## src/rtl/tick_timer.sv

```systemverilog
// rtl/tick_timer.sv - tick-driven one-shot/periodic countdown timer with expiry counter
module tick_timer #(
    parameter int WIDTH = 16
) (
    input  logic             clk,
    input  logic             rst,
    input  logic             tick,
    input  logic             start,
    input  logic             stop,
    input  logic             mode,
    input  logic [WIDTH-1:0] load_val,
    output logic             busy,
    output logic [WIDTH-1:0] remaining,
    output logic             expired,
    output logic             err,
    output logic [7:0]       exp_cnt
);

    typedef enum logic {
        IDLE = 1'b0,
        RUN  = 1'b1
    } state_t;

    localparam logic [WIDTH-1:0] ONE = {{(WIDTH-1){1'b0}}, 1'b1};

    state_t           state;
    logic [WIDTH-1:0] shadow;
    logic             periodic;

    // busy is taken straight from the state flop, so it stays registered
    assign busy = (state == RUN);

    always_ff @(posedge clk or posedge rst) begin
        if (rst) begin
            state     <= IDLE;
            shadow    <= '0;
            periodic  <= 1'b0;
            remaining <= '0;
            expired   <= 1'b0;
            err       <= 1'b0;
            exp_cnt   <= 8'd0;
        end else begin
            expired <= 1'b0;
            err     <= 1'b0;
            if (stop) begin
                // stop freezes remaining and overrides both start and tick
                state <= IDLE;
            end else if (start) begin
                if (load_val != '0) begin
                    state     <= RUN;
                    shadow    <= load_val;
                    remaining <= load_val;
                    periodic  <= mode;
                    exp_cnt   <= 8'd0;
                end else begin
                    err <= 1'b1;
                end
            end else if (state == RUN && tick) begin
                if (remaining > ONE) begin
                    remaining <= remaining - ONE;
                end else if (remaining == ONE) begin
                    expired <= 1'b1;
                    exp_cnt <= exp_cnt + 8'd1;
                    if (periodic) begin
                        remaining <= shadow;
                    end else begin
                        remaining <= '0;
                        state     <= IDLE;
                    end
                end
            end
        end
    end

endmodule

```

## config.mk

```make
export PLATFORM = sky130hd
export DESIGN_NAME = tick_timer
export DESIGN_NICKNAME = d
export VERILOG_FILES = /design/src/rtl/tick_timer.sv
export SDC_FILE = /design/constraint.sdc
export NUM_CORES = 1
export LEC_CHECK = 0
export ABC_AREA = 1
export ABC_CLOCK_PERIOD_IN_PS = 4620
export BUFFER_PORTS_ARGS = -buffer_cell sky130_fd_sc_hd__buf_2
export CAP_MARGIN = 20
export CORE_UTILIZATION = 60
export CTS_CLUSTER_SIZE = 20
export DETAILED_ROUTE_END_ITERATION = 6
export GPL_ROUTABILITY_DRIVEN = 0
export PLACE_DENSITY_LB_ADDON = 0.25
export SYNTH_ARGS = -nofsm -noshare
export SYNTH_HDL_FRONTEND = slang
export SYNTH_SLANG_ARGS = --single-unit
export TNS_END_PERCENT = 5
```

## constraint.sdc

```tcl
create_clock -name clk -period 4.62 [get_ports clk]
set_input_delay 0.231 -clock clk [delete_from_list [all_inputs] [get_ports clk]]
set_output_delay 0.231 -clock clk [all_outputs]
set_load 0.01 [all_outputs]
```

# --- Word-level counts from Yosys, hierarchy flattened ---
# Cells that the tools add are included.
word_totals:
  regBits: 44
  elab_cells: 54
  mem_count: 0
  latchBits: 0
  rom_bits: 0
  output_inout_bits: 27
  ram_bits: 0
  in_bits: 22
classes:
  n_mul: 0
  add_sub_neg: 2
  shifts: 0
  n_reduce_logical: 11
  order_cmp: 1
  mux: 26
  n_eq_ne: 6
  div_mod_pow: 0
  n_bitwise: 1
ops:
  columns: ["operator", "n"]
  rows:
  - ["$mux 16", 6]
  - ["$mux 8", 5]
  - ["$eq 16x1->1 const B", 1]
  - ["$gt 16x1->1 const B", 1]
  - ["$reduce_bool 16->1", 1]
  - ["$sub 16x1->16 const B", 1]
  - ["$mux 1", 15]
  - ["$reduce_and 5->1", 2]
  - ["$reduce_bool 3->1", 3]
  - ["$add 8x1->8 const B", 1]
  - ["$ne 3x3->1 const B", 2]
  - ["$reduce_and 4->1", 1]
  - ["$reduce_bool 2->1", 2]
  - ["$ne 3x1->1 const B", 1]
  - ["$reduce_and 3->1", 1]
  - ["$ne 2x1->1 const B", 1]
  - ["$ne 2x2->1 const B", 1]
  - ["$logic_and 1x1->1", 1]
  - ["$not 1->1", 1]

# --- Longest topological paths before layout ---
logic_depth:
  depth_word: 6
  ltp_mapped: 11
  mapped_depth_nobuf: 11

# --- Worst setup path before layout ---
# OpenSTA, ideal clock, no wires.
synth_path:
  path_type: "flip-flop to flip-flop"
  startpoint: "register remaining[0]"
  endpoint: "register remaining[10]"
  setup_time_ns: 0.117
  required_time_ns: 4.503
  path_stages_with_launch: 11
  t_arrival_ns: 1.582
  period_less_slack_ns: 1.698
  path_slack_ns: 2.922
  n_path_buf: 1
  path_cell_list: "dfrtp_1 -> inv_1 -> ha_1 -> nand2_4 -> a21oi_4 -> nand2_4 -> nand2_4 -> nand3_4 -> buf_12 -> nand3_2 -> nand2_1"
synth_via:
  elab_chain_cells: 4
  elab_cells_between_ends: 8
  classes_between: "add/sub (1); order compare (1); eq/ne (1); mux (3); reduce/logical (2)"
synth_lines:
  columns: ["item", "line_no", "rtl"]
  rows:
  - ["start, declared", "13", "output logic [WIDTH-1:0] remaining,"]
  - ["start signal, assigned", "52", "remaining <= load_val;"]
  - ["start signal, assigned", "60", "remaining <= remaining - ONE;"]
  - ["start signal, assigned", "65", "remaining <= shadow;"]
  - ["$sub 16x1->16 / $gt 16x1->1 (equally long branches)", "60, 59", null]
  - ["$mux 16", "59", "if (remaining > ONE) begin"]
  - ["$mux 16", "58", "end else if (state == RUN && tick) begin"]
  - ["$mux 16", "48", "end else if (start) begin"]
# Several ways; a longest one is shown, not always the timed one. The select of a mux whose other input is x is not followed.
# A chain may end at the register's enable or synchronous reset.

# --- Worst setup path after layout ---
layout_path:
  startpoint: "register remaining[0]"
  endpoint: "register remaining[0]"
# The elaborated chain is that of the path after synthesis.

==> impl_metrics.tcl <==
set metrics [dict create \
    ys_seq_area_share_pct 37.3 \
    r2r_end "remaining[0]" \
    cts.sinks 44 \
    leakage_nw 1.74 \
    die_w_um 72.1 \
    fillerInstances 413 \
    min_period_ns 2.06 \
    synth.net_count 440 \
    crit_arrival_ns 2.26 \
    slew_headroom_pct 54.8 \
    first_iter_violations 275 \
    clock.fmax_mhz 485 \
    vias 2805 \
    dp_hpwl_um 4970 \
    period_share_pct 44.7 \
    skew_ns 0.00958 \
    final.setup.tns_ns 0 \
    clkTransAtPathRegs_ns 0.08 \
    cts_buffers 5 \
    final_cell_mix "nand2_1, inv_1, nand3_1" \
    area_growth_pct 10.1 \
    die-area_mm2 0.00520 \
    crit_path_end_kind "flop" \
    setup_viol 0 \
    synth.avg_cell_area_um2 7.11 \
    rows 25 \
    grt_usage_pct 27.7 \
    wl_um 6850 \
    layout_setup_ws_ns 2.56 \
    p_per_area_mw_per_mm2 337 \
    grt-ovfl-total 0 \
    hold_class "input port to asynchronous set/reset pin" \
    initial_core_util_pct 62.5 \
    status "complete, no violations" \
    die_h_um 72.1 \
    rr_worst_depth 9 \
    synth_cells 415 \
    rrSetupSlack_ns 2.56 \
    antenna_found_initial 0 \
    n_antenna_cell 0 \
    dpl_cell_area_mm2 0.00316 \
    grt_pass1_vias 2469 \
    start_kind "flop" \
    peakVddDrop_mv 0.198 \
    final_hold_viol_count 0 \
    cts_tree "built" \
    worst_slew_pin_slew_ns 0.677 \
    ys_types 25 \
    post-place-ws_ns 2.62 \
    ios 49 \
    crit_start "remaining[0]" \
    rsz0062_at_grt "false" \
    root_buffer "clkbuf_8" \
    grt_pass1_wl_um 11200 \
    nNetsFinal 480 \
    post_cts_buffers 0 \
    drt_first_pass_iters 5 \
    timing.rr.start "remaining[0]" \
    io_buffers 48 \
    synth_area_mm2 0.00295 \
    p_total_mw 1.09 \
    crit_type "flop to flop" \
    avgRoutedWirePerCell_um 13.1 \
    drc 0 \
    cts.hold.buffers_added 0 \
    slew_violations 0 \
    cts.repair.resized 0 \
    crit_fanout 16 \
    avgViaCountPerCell 5.36 \
    cts.path.max_buffers 2 \
    htreeDepth 2 \
    max_cap_viol_count 0 \
    core-area_mm2 0.00472 \
    yosys_warnings 0 \
    ys_ff_latch 44 \
    drive_gt1_share_pct 19.3 \
    fin_area_mm2 0.00325 \
    layout_commonest_cell "nand2_1" \
    clk_latency_ns 0.30 \
    crit_required_ns 4.81 \
    ant_nets 0 \
    grt_max_degree 45 \
]
-- through the flow --
stage                     hold slack (ns)  cells  utilization (%)
final                              0.0514    523             68.8
after global routing                0.106    523             68.8
after CTS                          0.0751    523             68.8
after detailed placement            0.400    515             66.9
after global placement              0.398    515             66.9
after floorplan                     0.313    415                -
-- power breakdown --
group | internal (mW) | switching [mW]
logic | 0.122 | 0.215
clock network | 0.122 | 0.135
registers | 0.435 | 0.0648
-- layer usage --
| layer | vias up | share of wire, % | wire length (um) | global-route usage, % |
|---|---|---|---|---|
| met2 | 83 | 48 | 3290 | 44.1 |
| met3 | 8 | 4.8 | 330 | 5.28 |
| met4 | 0 | 1.2 | 82 | 7.84 |
| li1 | 1387 | - | - | - |
| met5 | - | 0 | 0 | 0 |
| met1 | 1327 | 46 | 3150 | 38.8 |
-- sequential cells by signal, summed over array words and instances (netlist names) --
name and cells:
expired 1, busy 1, periodic 1, shadow 16
err 1, exp_cnt 8, remaining 16
-- cell type report --
cell class	instances	area, um^2	share of cell area (%)
Tap cell	67	83.8	2.58
Clock buffer	8	90.1	2.77
Inverter	54	203	6.24
Timing Repair Buffer	49	248	7.62
Sequential cell	44	1100	33.9
Multi-Input combinational cell	301	1530	46.9
-- critical path, stage by stage (launching register included) --
cell     delay, ns
dfrtp_1       0.42
inv_1         0.13
ha_1          0.28
nand2_4       0.11
a21oi_4       0.27
nand2_4       0.20
nand2_4       0.11
nand3_4       0.20
nand3_1       0.18
nand2_1       0.06
-- Yosys cell counts --
cell	number	area, um^2
inv_2	1	3.75
o21ai_1	7	35.0
buf_2	7	35.0
o21ai_0	20	100
a21oi_4	1	16.3
nand2_4	4	45.0
buf_12	1	20.0
nor2_4	4	45.0
nor2_2	4	25.0
buf_6	5	56.3
nand4_4	2	42.5
xor2_1	3	26.3
nand3_4	2	35.0
dfrtp_1	44	1100
nand2_1	130	488
nor2_1	42	158
ha_1	3	37.5
xnor2_1	1	8.76
nand3_2	11	110
nand4_1	10	62.6
clkbuf_1	3	11.3
nand2_2	4	25.0
nand3_1	51	255
nor3_1	2	10.0
inv_1	53	199
-- logic make-up (layout without fill, tap and decap cells) --
group | Yosys count | count (layout) | share of synthesized area (%)
simple gates | 266 | 266 | 44.1
buf+inv | 70 | 111 | 11.0
flops | 44 | 44 | 37.3
compound gates | 28 | 28 | 5.13
xor+xnor | 4 | 4 | 1.19
fa+ha+maj | 3 | 3 | 1.27
-- worst max-delay path by stage --
stage / endpoint / slack [ns] / depth (start not counted)
after floorplan: remaining[10] / 2.92 / 10
after global placement: remaining[0] / 2.64 / 9
after detailed placement: exp_cnt[4] / 2.62 / 11
after CTS: remaining[11] / 2.59 / 9
after global routing: remaining[11] / 2.43 / 9
final: remaining[0] / 2.56 / 9
Note: power is estimated with default switching activity, not from simulation.
